--- src/rtl/im_bundle_fetch.sv ---
// Instruction-memory reader: walks the bundle index and registers each 48-bit bundle
// for decode behind a valid/ready handshake, with redirect, wrap and halt-on-empty.
module im_bundle_fetch #(
  parameter int          IDX_W        = 4,
  parameter int unsigned LAST_IDX     = 15,
  parameter bit          HALT_ON_ZERO = 1'b1
) (
  input  logic             clk,
  input  logic             reset,
  input  logic             start,
  output logic [IDX_W-1:0] im_sel,
  input  logic [47:0]      im_bundle,
  input  logic             redirect_valid,
  input  logic [IDX_W-1:0] redirect_idx,
  output logic             bundle_valid,
  input  logic             bundle_ready,
  output logic [IDX_W-1:0] bundle_idx,
  output logic [31:0]      slot32,
  output logic [15:0]      slot16,
  output logic             slot32_ok,
  output logic             slot16_ok,
  output logic             halted
);

  localparam logic [1:0] StIdle = 2'd0;
  localparam logic [1:0] StRun  = 2'd1;
  localparam logic [1:0] StHalt = 2'd2;
  localparam logic [IDX_W-1:0] LastIdx = IDX_W'(LAST_IDX);

  logic [1:0]       state_q, state_d;
  logic [IDX_W-1:0] sel_q, sel_d;
  logic [IDX_W-1:0] idx_q, idx_d;
  logic             valid_q, valid_d;
  logic [31:0]      s32_q, s32_d;
  logic [15:0]      s16_q, s16_d;
  logic             ok32_q, ok32_d;
  logic             ok16_q, ok16_d;
  logic             halted_q, halted_d;

  logic load;
  logic empty;

  assign load  = !valid_q || bundle_ready;
  assign empty = HALT_ON_ZERO && (im_bundle == 48'h0);

  // Redirect outranks both loading and empty-bundle detection, and revives a halted fetch.
  always_comb begin
    state_d  = state_q;
    sel_d    = sel_q;
    idx_d    = idx_q;
    valid_d  = valid_q;
    s32_d    = s32_q;
    s16_d    = s16_q;
    ok32_d   = ok32_q;
    ok16_d   = ok16_q;
    halted_d = halted_q;
    case (state_q)
      StIdle: begin
        if (start) begin
          state_d = StRun;
          sel_d   = '0;
        end
      end
      StRun, StHalt: begin
        if (redirect_valid) begin
          state_d  = StRun;
          sel_d    = redirect_idx;
          valid_d  = 1'b0;
          ok32_d   = 1'b0;
          ok16_d   = 1'b0;
          halted_d = 1'b0;
        end else if (state_q == StRun && load) begin
          if (empty) begin
            state_d  = StHalt;
            valid_d  = 1'b0;
            ok32_d   = 1'b0;
            ok16_d   = 1'b0;
            halted_d = 1'b1;
          end else begin
            valid_d = 1'b1;
            idx_d   = sel_q;
            s32_d   = im_bundle[47:16];
            s16_d   = im_bundle[15:0];
            ok32_d  = (im_bundle[17:16] == 2'b11);
            ok16_d  = (im_bundle[1:0] != 2'b11) && (im_bundle[15:0] != 16'h0000);
            sel_d   = (sel_q == LastIdx) ? '0 : sel_q + IDX_W'(1);
          end
        end
      end
      default: state_d = StIdle;
    endcase
  end

  always_ff @(posedge clk) begin
    if (reset) begin
      state_q  <= StIdle;
      sel_q    <= '0;
      idx_q    <= '0;
      valid_q  <= 1'b0;
      s32_q    <= '0;
      s16_q    <= '0;
      ok32_q   <= 1'b0;
      ok16_q   <= 1'b0;
      halted_q <= 1'b0;
    end else begin
      state_q  <= state_d;
      sel_q    <= sel_d;
      idx_q    <= idx_d;
      valid_q  <= valid_d;
      s32_q    <= s32_d;
      s16_q    <= s16_d;
      ok32_q   <= ok32_d;
      ok16_q   <= ok16_d;
      halted_q <= halted_d;
    end
  end

  assign im_sel       = sel_q;
  assign bundle_valid = valid_q;
  assign bundle_idx   = idx_q;
  assign slot32       = s32_q;
  assign slot16       = s16_q;
  assign slot32_ok    = ok32_q;
  assign slot16_ok    = ok16_q;
  assign halted       = halted_q;

endmodule

--- config.mk ---
export PLATFORM = sky130hd
export DESIGN_NAME = im_bundle_fetch
export DESIGN_NICKNAME = d
export VERILOG_FILES = /design/src/rtl/im_bundle_fetch.sv
export SDC_FILE = /design/constraint.sdc
export NUM_CORES = 1
export LEC_CHECK = 0
export CAP_MARGIN = 5
export CORE_ASPECT_RATIO = 1.1
export CORE_MARGIN = 2
export CORE_UTILIZATION = 37
export DETAILED_ROUTE_END_ITERATION = 10
export PLACE_DENSITY = 0.76
export SYNTH_ARGS = -nofsm -noshare
export SYNTH_HDL_FRONTEND = slang
export SYNTH_SLANG_ARGS = --single-unit
--- constraint.sdc ---
create_clock -name clk -period 1.83 [get_ports clk]
set_input_delay 0.2745 -clock clk [delete_from_list [all_inputs] [get_ports clk]]
set_output_delay 0.2745 -clock clk [all_outputs]
set_load 0.01 [all_outputs]
=== Word-level counts from Yosys, hierarchy flattened ===
Index checks and enable logic that the tools add are counted.

* Add/sub/neg operators: 1
* Multipliers: 0
* Div/mod/pow operators: 0
* $lt $le $gt $ge: 0
* Equal/unequal tests: 9
* Shifts and indexed selects: 0
* Mux-type cells: 23
* Bitwise operators: 2
* Reductions and logical operators: 16

{| class="wikitable"
|+ Operator list
! cell !! number
|-
| logical NOT 48 bit || 1
|-
| 2-to-1 mux 4 bit || 5
|-
| nonzero test 16 bit || 1
|-
| 2-to-1 mux 1 bit || 12
|-
| inequality test 3 bit (second input constant) || 3
|-
| 2-to-1 mux 2 bit || 4
|-
| case mux 4 bit (2 select lines) || 1
|-
| AND reduction 4 bit || 2
|-
| AND reduction 3 bit || 2
|-
| nonzero test 2 bit || 3
|-
| adder 4 x 1 -> 4 bit (second input constant) || 1
|-
| == test 2 bit (second input constant) || 2
|-
| == test 4 bit (second input constant) || 1
|-
| inequality test 2 bit (second input constant) || 2
|-
| case mux 2 bit (2 select lines) || 1
|-
| == test 2 x 1 -> 1 bit (second input constant) || 1
|-
| logical AND 1 bit || 2
|-
| logical NOT 2 bit || 1
|-
| inverter 1 bit || 2
|-
| AND reduction 2 bit || 1
|-
| OR reduction 2 bit || 1
|-
| logical NOT 1 bit || 1
|-
| logical OR 1 bit || 1
|}

* Flip-flop bits (word level): 62
* Bits in latches: 0
* Bits in writable memories: 0
* Bits in read-only memories: 0
* Output and inout bits: 60
* Word-level logic and storage cells: 60
* Memories kept: 0

=== Depth between registers and ports, before layout ===
Gate-level depths: netlist (run 1).

* Depth after elaboration: 6
* Gate-level depth with buffers: 11
* Gate-level depth less buffers: 7

=== Worst setup path after synthesis (run 1) ===
No wires, ideal clock.

* Kind: flip-flop to flip-flop
* From: reg state_q[0]
* To: reg idx_q[2] (netlist: bundle_idx[2])
* Setup time: 70 ps
* Arrival time: 1914 ps
* Data required time: 1760 ps
* Path slack: -154 ps
* Cell stages (with the launch flop): 12
* Period minus slack after synthesis: 1984 ps
* Path through: dfxtp_1 inv_1 ha_1 buf_2 nand2b_1 clkbuf_1 a211oi_2 o31a_1 buf_4 buf_2 nand2_1 a21oi_1

* Word-level cells in the longest chain between the ends: 3
* Elaborated cells on any way between the ends: 5
* Those cells by class: eq/ne: 2; reduce/logical: 3

{| class="wikitable"
|+ RTL lines
! element !! line !! text
|-
| start, declared || 30 || <nowiki>logic [1:0] state_q, state_d;</nowiki>
|-
| start signal, assigned || 96 || <nowiki>state_q <= StIdle;</nowiki>
|-
| start signal, assigned || 106 || <nowiki>state_q <= state_d;</nowiki>
|-
| == test 2 x 1 -> 1 bit or == test 2 bit (tied branches) || 57, 72 ||
|-
| OR reduction 2 bit or logical AND 1 bit (tied branches) || 57, 72 ||
|-
| AND reduction 4 bit (no source line) (*) || -- ||
|-
| end signal, assigned || 108 || <nowiki>idx_q <= idx_d;</nowiki>
|-
| end, declared || 32 || <nowiki>logic [IDX_W-1:0] idx_q, idx_d;</nowiki>
|}

Every way passes the cells marked *; elsewhere a longest branch is shown, timed or not.
A chain may end at the register's enable or synchronous reset.

=== Worst setup path in the final report (run 1) ===
* From: in im_bundle[33]
* To: reg s32_q[4] (netlist: slot32[4])

* Word-level cells in the longest chain between the ends: 3

{| class="wikitable"
|+ RTL lines
! element !! line !! text
|-
| start, declared || 12 || <nowiki>input logic [47:0] im_bundle,</nowiki>
|-
| logical NOT 48 bit || 44 || <nowiki>assign empty = HALT_ON_ZERO && (im_bundle == 48'h0);</nowiki>
|-
| inverter 1 bit (no source line) || -- ||
|-
| AND reduction 4 bit (no source line) || -- ||
|-
| end signal, assigned || 100 || <nowiki>s32_q <= '0;</nowiki>
|-
| end signal, assigned || 110 || <nowiki>s32_q <= s32_d;</nowiki>
|-
| end, declared || 34 || <nowiki>logic [31:0] s32_q, s32_d;</nowiki>
|}

No other way between the ends.

==> results.json, run 1 <==
{
  "status": "finished, violations left",
  "violations": "negative setup slack",
  "p_sw_share_pct": 30.8,
  "gp_congestion": 0.817,
  "syn_avg_cell_area_um2": 8.09,
  "drv_slew": 0,
  "root_buffer": "clkbuf_8",
  "start_kind": "primary input",
  "hold_class": "in -> reg",
  "synthesis.nets": 379,
  "vias_per_cell": 5.20,
  "finalHoldViolations": 0,
  "yosysTopAreaCellShare_pct": 48.2,
  "yosysMostFrequentCell": "nand2_1",
  "portBuffers": 116,
  "hold_end": "slot16[8]",
  "critPathCaptureType": "flop",
  "overflow": 0,
  "wl_per_cell_um": 17.0,
  "fin_tns_setup_ns": -1.00,
  "dp_hpwl_mm": 5.66,
  "fin_crit_ns": 1.92,
  "die_h_um": 91.5,
  "diodes": 0,
  "ys_ff_latch": 62,
  "grt.total_usage_pct": 23.2,
  "yosys_warnings": 0,
  "drive_gt1_share_pct": 30.3,
  "final_cell_area_mm2": 0.00479,
  "synth_cells": 318,
  "cts_tree": "done",
  "first_iter_violations": 115,
  "critical_path_class": "in -> reg",
  "sequentialPowerShare_pct": 38.5,
  "r2r_slack_ns": 0,
  "wirelength_mm": 9.56,
  "die-area_mm2": 0.00764,
  "combPwrFrac_pct": 33.0,
  "cts_buffers": 9,
  "clk_path_buf_depth": 2,
  "hold_path_depth": 3,
  "reg2reg_from": "state_q[0]",
  "netlist.top_cell.by_area": "dfxtp_1",
  "crit_top_cell": "buf_6",
  "place_worst_setup_slack_ns": -0.606,
  "start_util_pct": 38.6,
  "r2r.worst_path.cells": 11,
  "ys_types": 34,
  "drc": 0,
  "ant_nets": 0,
  "vias": 2916,
  "dp.cells": 528,
  "hold_buffers": 0,
  "clkTransAtPathRegs_ns": 0.06,
  "worst_pin_slew_ns": 0.437,
  "holdCritStartpoint": "im_bundle[8]",
  "arrival_ns": 2.18,
  "slew_headroom_pct": 70.9,
  "worstReg2RegEnd": "slot32[4]",
  "grt_start_max_net_pins": 28,
  "instances_no_fill": 561,
  "slowest_delay_ns": 0.36,
  "antenna_found_initial": 0,
  "io_pins": 117,
  "clk_latency_ns": 0.33,
  "dr.pass1.iters": 4,
  "crit_required_ns": 2.09,
  "p_leak_uw": 0.00175,
  "internal-power_uw": 2780,
  "place_area_mm2": 0.00401,
  "htreeDepth": 3,
  "timing.critical_path.cells": "dlygate4sd2_1, nor4_2, nand4_1, buf_6, o31ai_4, buf_6, buf_6, buf_12, nand2_1, a21oi_1",
  "period_share_pct": 105,
  "worst_path_max_delay_cell": "nor4_2",
  "p_sw_uw": 1230,
  "grt_pass1_wl_mm": 14.2,
  "area_growth_pct": 86.3,
  "synthTopCellsByCount": "nand2_1, dfxtp_1, a21oi_1",
  "irDropWorstVdd_uv": 580,
  "die_w_um": 83.5,
  "async_reset_ff_share_pct": 0,
  "nNetsFinal": 538,
  "max_freq_mhz": 521,
  "cp_max_fo": 8,
  "rsz0062_at_grt": "yes",
  "design.core.area_mm2": 0.00667,
  "synth_area_mm2": 0.00257,
  "synth.yosys.seq_area_share_pct": 48.2,
  "row_count": 31,
  "synth_area_leaders": "dfxtp_1, nand2_1, a21oi_1",
  "final.setup_skew_ns": 0.00488,
  "clockPowerShare_pct": 28.5,
  "worst_slack_ns": -0.0907,
  "synth-edff-count": 0,
  "cts.sinks": 62,
  "grt_pass1_vias": 2916,
  "setup_violations": 22,
  "power_density_mw_per_mm2": 837,
  "synth_ff_type": "dfxtp_1",
  "timing.max_cap.violations": 0
}
[stage by stage]
| stage | hold slack (ns) | power [µW] | util (%) |
|---|---|---|---|
| detailed placement | 0.445 | 2560 | 60.1 |
| floorplan | 0.410 | 2110 | - |
| global route | 0.229 | 4190 | 71.8 |
| global placement | 0.440 | 2530 | 60.1 |
| finish | 0.220 | 4010 | 71.8 |
| CTS | 0.322 | 3880 | 67.4 |
[logic make-up (layout without fill, tap and decap cells)]
group	Yosys count	count (layout)	share of synthesized area, %
compound gates	74	74	16.5
flops	62	62	48.2
xor+xnor	2	2	0.681
fa+ha+maj	4	4	1.95
simple gates	144	144	24.7
mux	5	5	2.04
buf+inv	27	188	5.84
[worst max-delay path: cells and delay by family]
family / cells / cell delay [ns]
buffers and inverters: 5 / 0.88
AO/OA/AOI/OAI: 2 / 0.41
AND/OR/NAND/NOR: 3 / 0.61
[state kept, by name (all words and copies together) (netlist names)]
signal and count:
bundle_idx 4, bundle_valid 1, halted 1, im_sel 4, slot16 16, slot16_ok 1
slot32 32, slot32_ok 1, state_q 2
[worst max-delay path by stage]
stage / start / to / slack (ns) / depth (start not counted)
2_1_floorplan: state_q[0] / bundle_idx[2] / -0.04 / 11
3_3_place_gp: im_bundle[25] / slot16[11] / -0.52 / 8
3_5_place_dp: im_bundle[25] / slot32[9] / -0.61 / 8
4_1_cts: im_bundle[26] / slot32[31] / 0.01 / 10
5_1_grt: im_bundle[33] / slot32[2] / -0.18 / 10
6_report: im_bundle[33] / slot32[4] / -0.09 / 10
[final cells by class]
class / instances / area [µm²]
Multi-Input combinational cell: 229 / 1600
Sequential cell: 62 / 1240
Clock buffer: 11 / 141
Fill cell: 501 / 1880
Clock inverter: 2 / 35.0
Timing Repair Buffer: 169 / 1650
Inverter: 6 / 22.5
Tap cell: 82 / 103
[power by group through the flow]
stage	Sequential, µW	Combinational, µW	Clock (µW)
after floorplan	1580	526	0
after global placement	1550	986	0
after detailed placement	1550	1010	0
after CTS	1520	1210	1150
after global routing	1560	1410	1230
final	1540	1320	1140
[placed cells by master (no fill, tap or decap), drive strengths merged, types with 4 or more instances in the layout]
cell type	count
a21oi	58
dfxtp	62
o21ai	4
nand4	4
ha	4
nand2b	4
inv	6
nor2	5
clkbuf	13
nand2	107
dlygate4sd2	42
clkdlybuf4s50	67
buf	53
nor4	14
[routing by layer]
layer	global-route usage (%)	share of wire [%]	vias up	routed length, µm
met1	27.4	41	1384	3960
met3	4.73	5.7	19	548
met4	8.47	2.1	0	201
li1	-	-	1403	-
met5	0	0	-	0
met2	41.4	51	110	4840
[what timing repair did]
action | CTS | global route
setup buffers | 13 | 5
resized for setup | 72 | 89
endpoints found under the setup margin | 60 | 59
pin swaps | 22 | 51
cloned | 5 | 1
Note: power is estimated with default switching activity, not from simulation.
==> run 2, diff against run 1 <==
--- a/config.mk
+++ b/config.mk
@@ -6,11 +6,14 @@
 export NUM_CORES = 1
 export LEC_CHECK = 0
 export CAP_MARGIN = 5
+export CELL_PAD_IN_SITES_DETAIL_PLACEMENT = 2
+export CELL_PAD_IN_SITES_GLOBAL_PLACEMENT = 2
 export CORE_ASPECT_RATIO = 1.1
 export CORE_MARGIN = 2
-export CORE_UTILIZATION = 37
+export CORE_UTILIZATION = 20
 export DETAILED_ROUTE_END_ITERATION = 10
-export PLACE_DENSITY = 0.76
+export GPL_TIMING_DRIVEN = 0
+export PLACE_DENSITY_LB_ADDON = 0.1
 export SYNTH_ARGS = -nofsm -noshare
 export SYNTH_HDL_FRONTEND = slang
 export SYNTH_SLANG_ARGS = --single-unit
==> run 2 against run 1 <==
The run still ends with negative setup slack left. Non-clock buffer count grew 1. Routed wire length rose by 25%. Via count is 1.7% higher. Cell count is 14% higher. Global-route usage decreased by 7.2 points. Clock-buffer cell count stayed put. Hold slack got worse by 0.028 ns. Critical endpoint is now slot32[22]. Largest cell class unchanged. Highest routed layer unchanged.
==> results.json, run 2 (same netlist as run 1, synthesis figures left out) <==
{
  "largest_reg_flops": 32,
  "irDropWorstVdd_uv": 376,
  "io_pins": 117,
  "cts_buffers": 9,
  "overflow": 0,
  "critPathCaptureType": "flop",
  "clkTransAtPathRegs_ns": 0.05,
  "power_density_mw_per_mm2": 892,
  "worst_slack_ns": -0.0834,
  "violations": "negative setup slack",
  "nNetsFinal": 539,
  "cp_max_fo": 5,
  "dr.pass1.iters": 4,
  "p_leak_uw": 0.00209,
  "htreeDepth": 3,
  "start_util_pct": 20.4,
  "mostFrequentLayoutCells": "clkdlybuf4s50_1, nand2_1, dfxtp_1, a21oi_2",
  "final.setup_skew_ns": 0.00699,
  "cts_tree": "done",
  "timing.max_cap.violations": 0,
  "vias": 2965,
  "mostFrequentLayoutCell": "clkdlybuf4s50_1",
  "place_area_mm2": 0.00400,
  "power_uw": 4760,
  "period_share_pct": 105,
  "portBuffers": 116,
  "clk_latency_ns": 0.33,
  "drv_slew": 0,
  "antenna_found_initial": 0,
  "row_count": 43,
  "critical_path_class": "reg -> reg",
  "max_freq_mhz": 523,
  "slew_headroom_pct": 48.6,
  "start_kind": "flop",
  "grt_pass1_wl_mm": 17.1,
  "root_buffer": "clkbuf_16",
  "drc": 0,
  "wl_per_cell_um": 18.6,
  "clk_path_buf_depth": 2,
  "setup_violations": 50,
  "fin_crit_ns": 1.91,
  "die-area_mm2": 0.0138,
  "vias_per_cell": 4.63,
  "design.core.area_mm2": 0.0126,
  "finalHoldViolations": 0,
  "crit_required_ns": 2.09,
  "grt_start_max_net_pins": 11,
  "dp_hpwl_mm": 7.56,
  "hold_class": "in -> reg",
  "arrival_ns": 2.17,
  "rsz0062_at_grt": "yes",
  "worst_pin_slew_ns": 0.771,
  "first_iter_violations": 86,
  "grt.total_usage_pct": 16.0,
  "cts.sinks": 62,
  "final_cell_area_mm2": 0.00534,
  "die_h_um": 123,
  "area_growth_pct": 107,
  "status": "finished, violations left",
  "gp_congestion": 0.734,
  "drive_gt1_share_pct": 43.5,
  "ant_nets": 0,
  "wirelength_mm": 11.9,
  "diodes": 0,
  "die_w_um": 112,
  "grt_pass1_vias": 3156
}
-- run 2: cell types whose count changed in the layout (fill, tap and decap cells not counted), sizes merged --
cell / previous run / this run
clkdlybuf4s15: 3 / 8
clkdlybuf4s50: 67 / 68
dlymetal6s2s: 2 / 5
clkinv: 1 / 4
buf: 53 / 38
clkbuf: 13 / 50
dlygate4sd2: 42 / 11
bufbuf: 0 / 1
-- run 2: worst paths after layout --
check / startpoint / end / slack, ns / depth (start not counted)
worst max register to register: state_q[0] / slot32[22] / -0.08 / 10
worst min-delay path: im_bundle[46] / slot32[30] / 0.19 / 3
worst max-delay path: state_q[0] / slot32[22] / -0.08 / 10
worst min register to register: slot16[6] / slot16[6] / 0.46 / 2
-- run 2: worst max-delay path: stages, from the launching register on --
cell and delay, ns:
dfxtp_2 0.34, inv_2 0.06, ha_4 0.28, nand2b_4 0.06, a211oi_4 0.25, o31a_1 0.24, buf_6 0.15, buf_12 0.13
clkbuf_16 0.15, nand2_2 0.06, a21oi_2 0.13
-- run 2: layout make-up --
type / instances / area (µm²)
fill: 1358 / 7250
sequential: 62 / 1240
inverter: 6 / 22.5
clock buffer: 11 / 233
timing repair buffer: 151 / 1590
tap: 157 / 196
clock inverter: 5 / 50.0
multi-input combinational: 229 / 1780
buffer: 19 / 215
-- run 2: where the power goes --
part | leakage [µW] | internal [µW] | total (µW) | switching, µW
clock network | 0.000143 | 1040 | 1650 | 610
logic | 0.00145 | 813 | 1570 | 756
registers | 0.000501 | 1450 | 1530 | 78.3
-- run 2: per-stage QoR --
step	setup WS (ns)	util, %	hold slack [ns]	cells	TNS [ns]
2_1_floorplan	-0.0353	-	0.410	318	-0.421
3_3_place_gp	-0.883	31.8	0.439	591	-50.11
3_5_place_dp	-0.915	31.8	0.450	591	-52.03
4_1_cts	-0.108	38.1	0.332	631	-3.69
5_1_grt	-0.142	42.4	0.193	640	-5.72
6_report	-0.0834	42.4	0.193	640	-2.55
-- run 2: repair_timing --
item / in CTS / in global routing
buffers inserted: 20 / 4
gates resized for setup: 106 / 179
pin swaps: 33 / 62
hold buffers: 0 / 0
endpoints found under the setup margin: 60 / 62
cloned: 5 / 7
-- run 2: per-layer routing --
layer  wire length [µm]  part of all wire, %  track usage (%)
met5                  0                    0                0
met4                211                  1.8             6.63
met3                442                  3.7             3.48
met2               6190                   52             27.4
met1               5080                   43             19.6
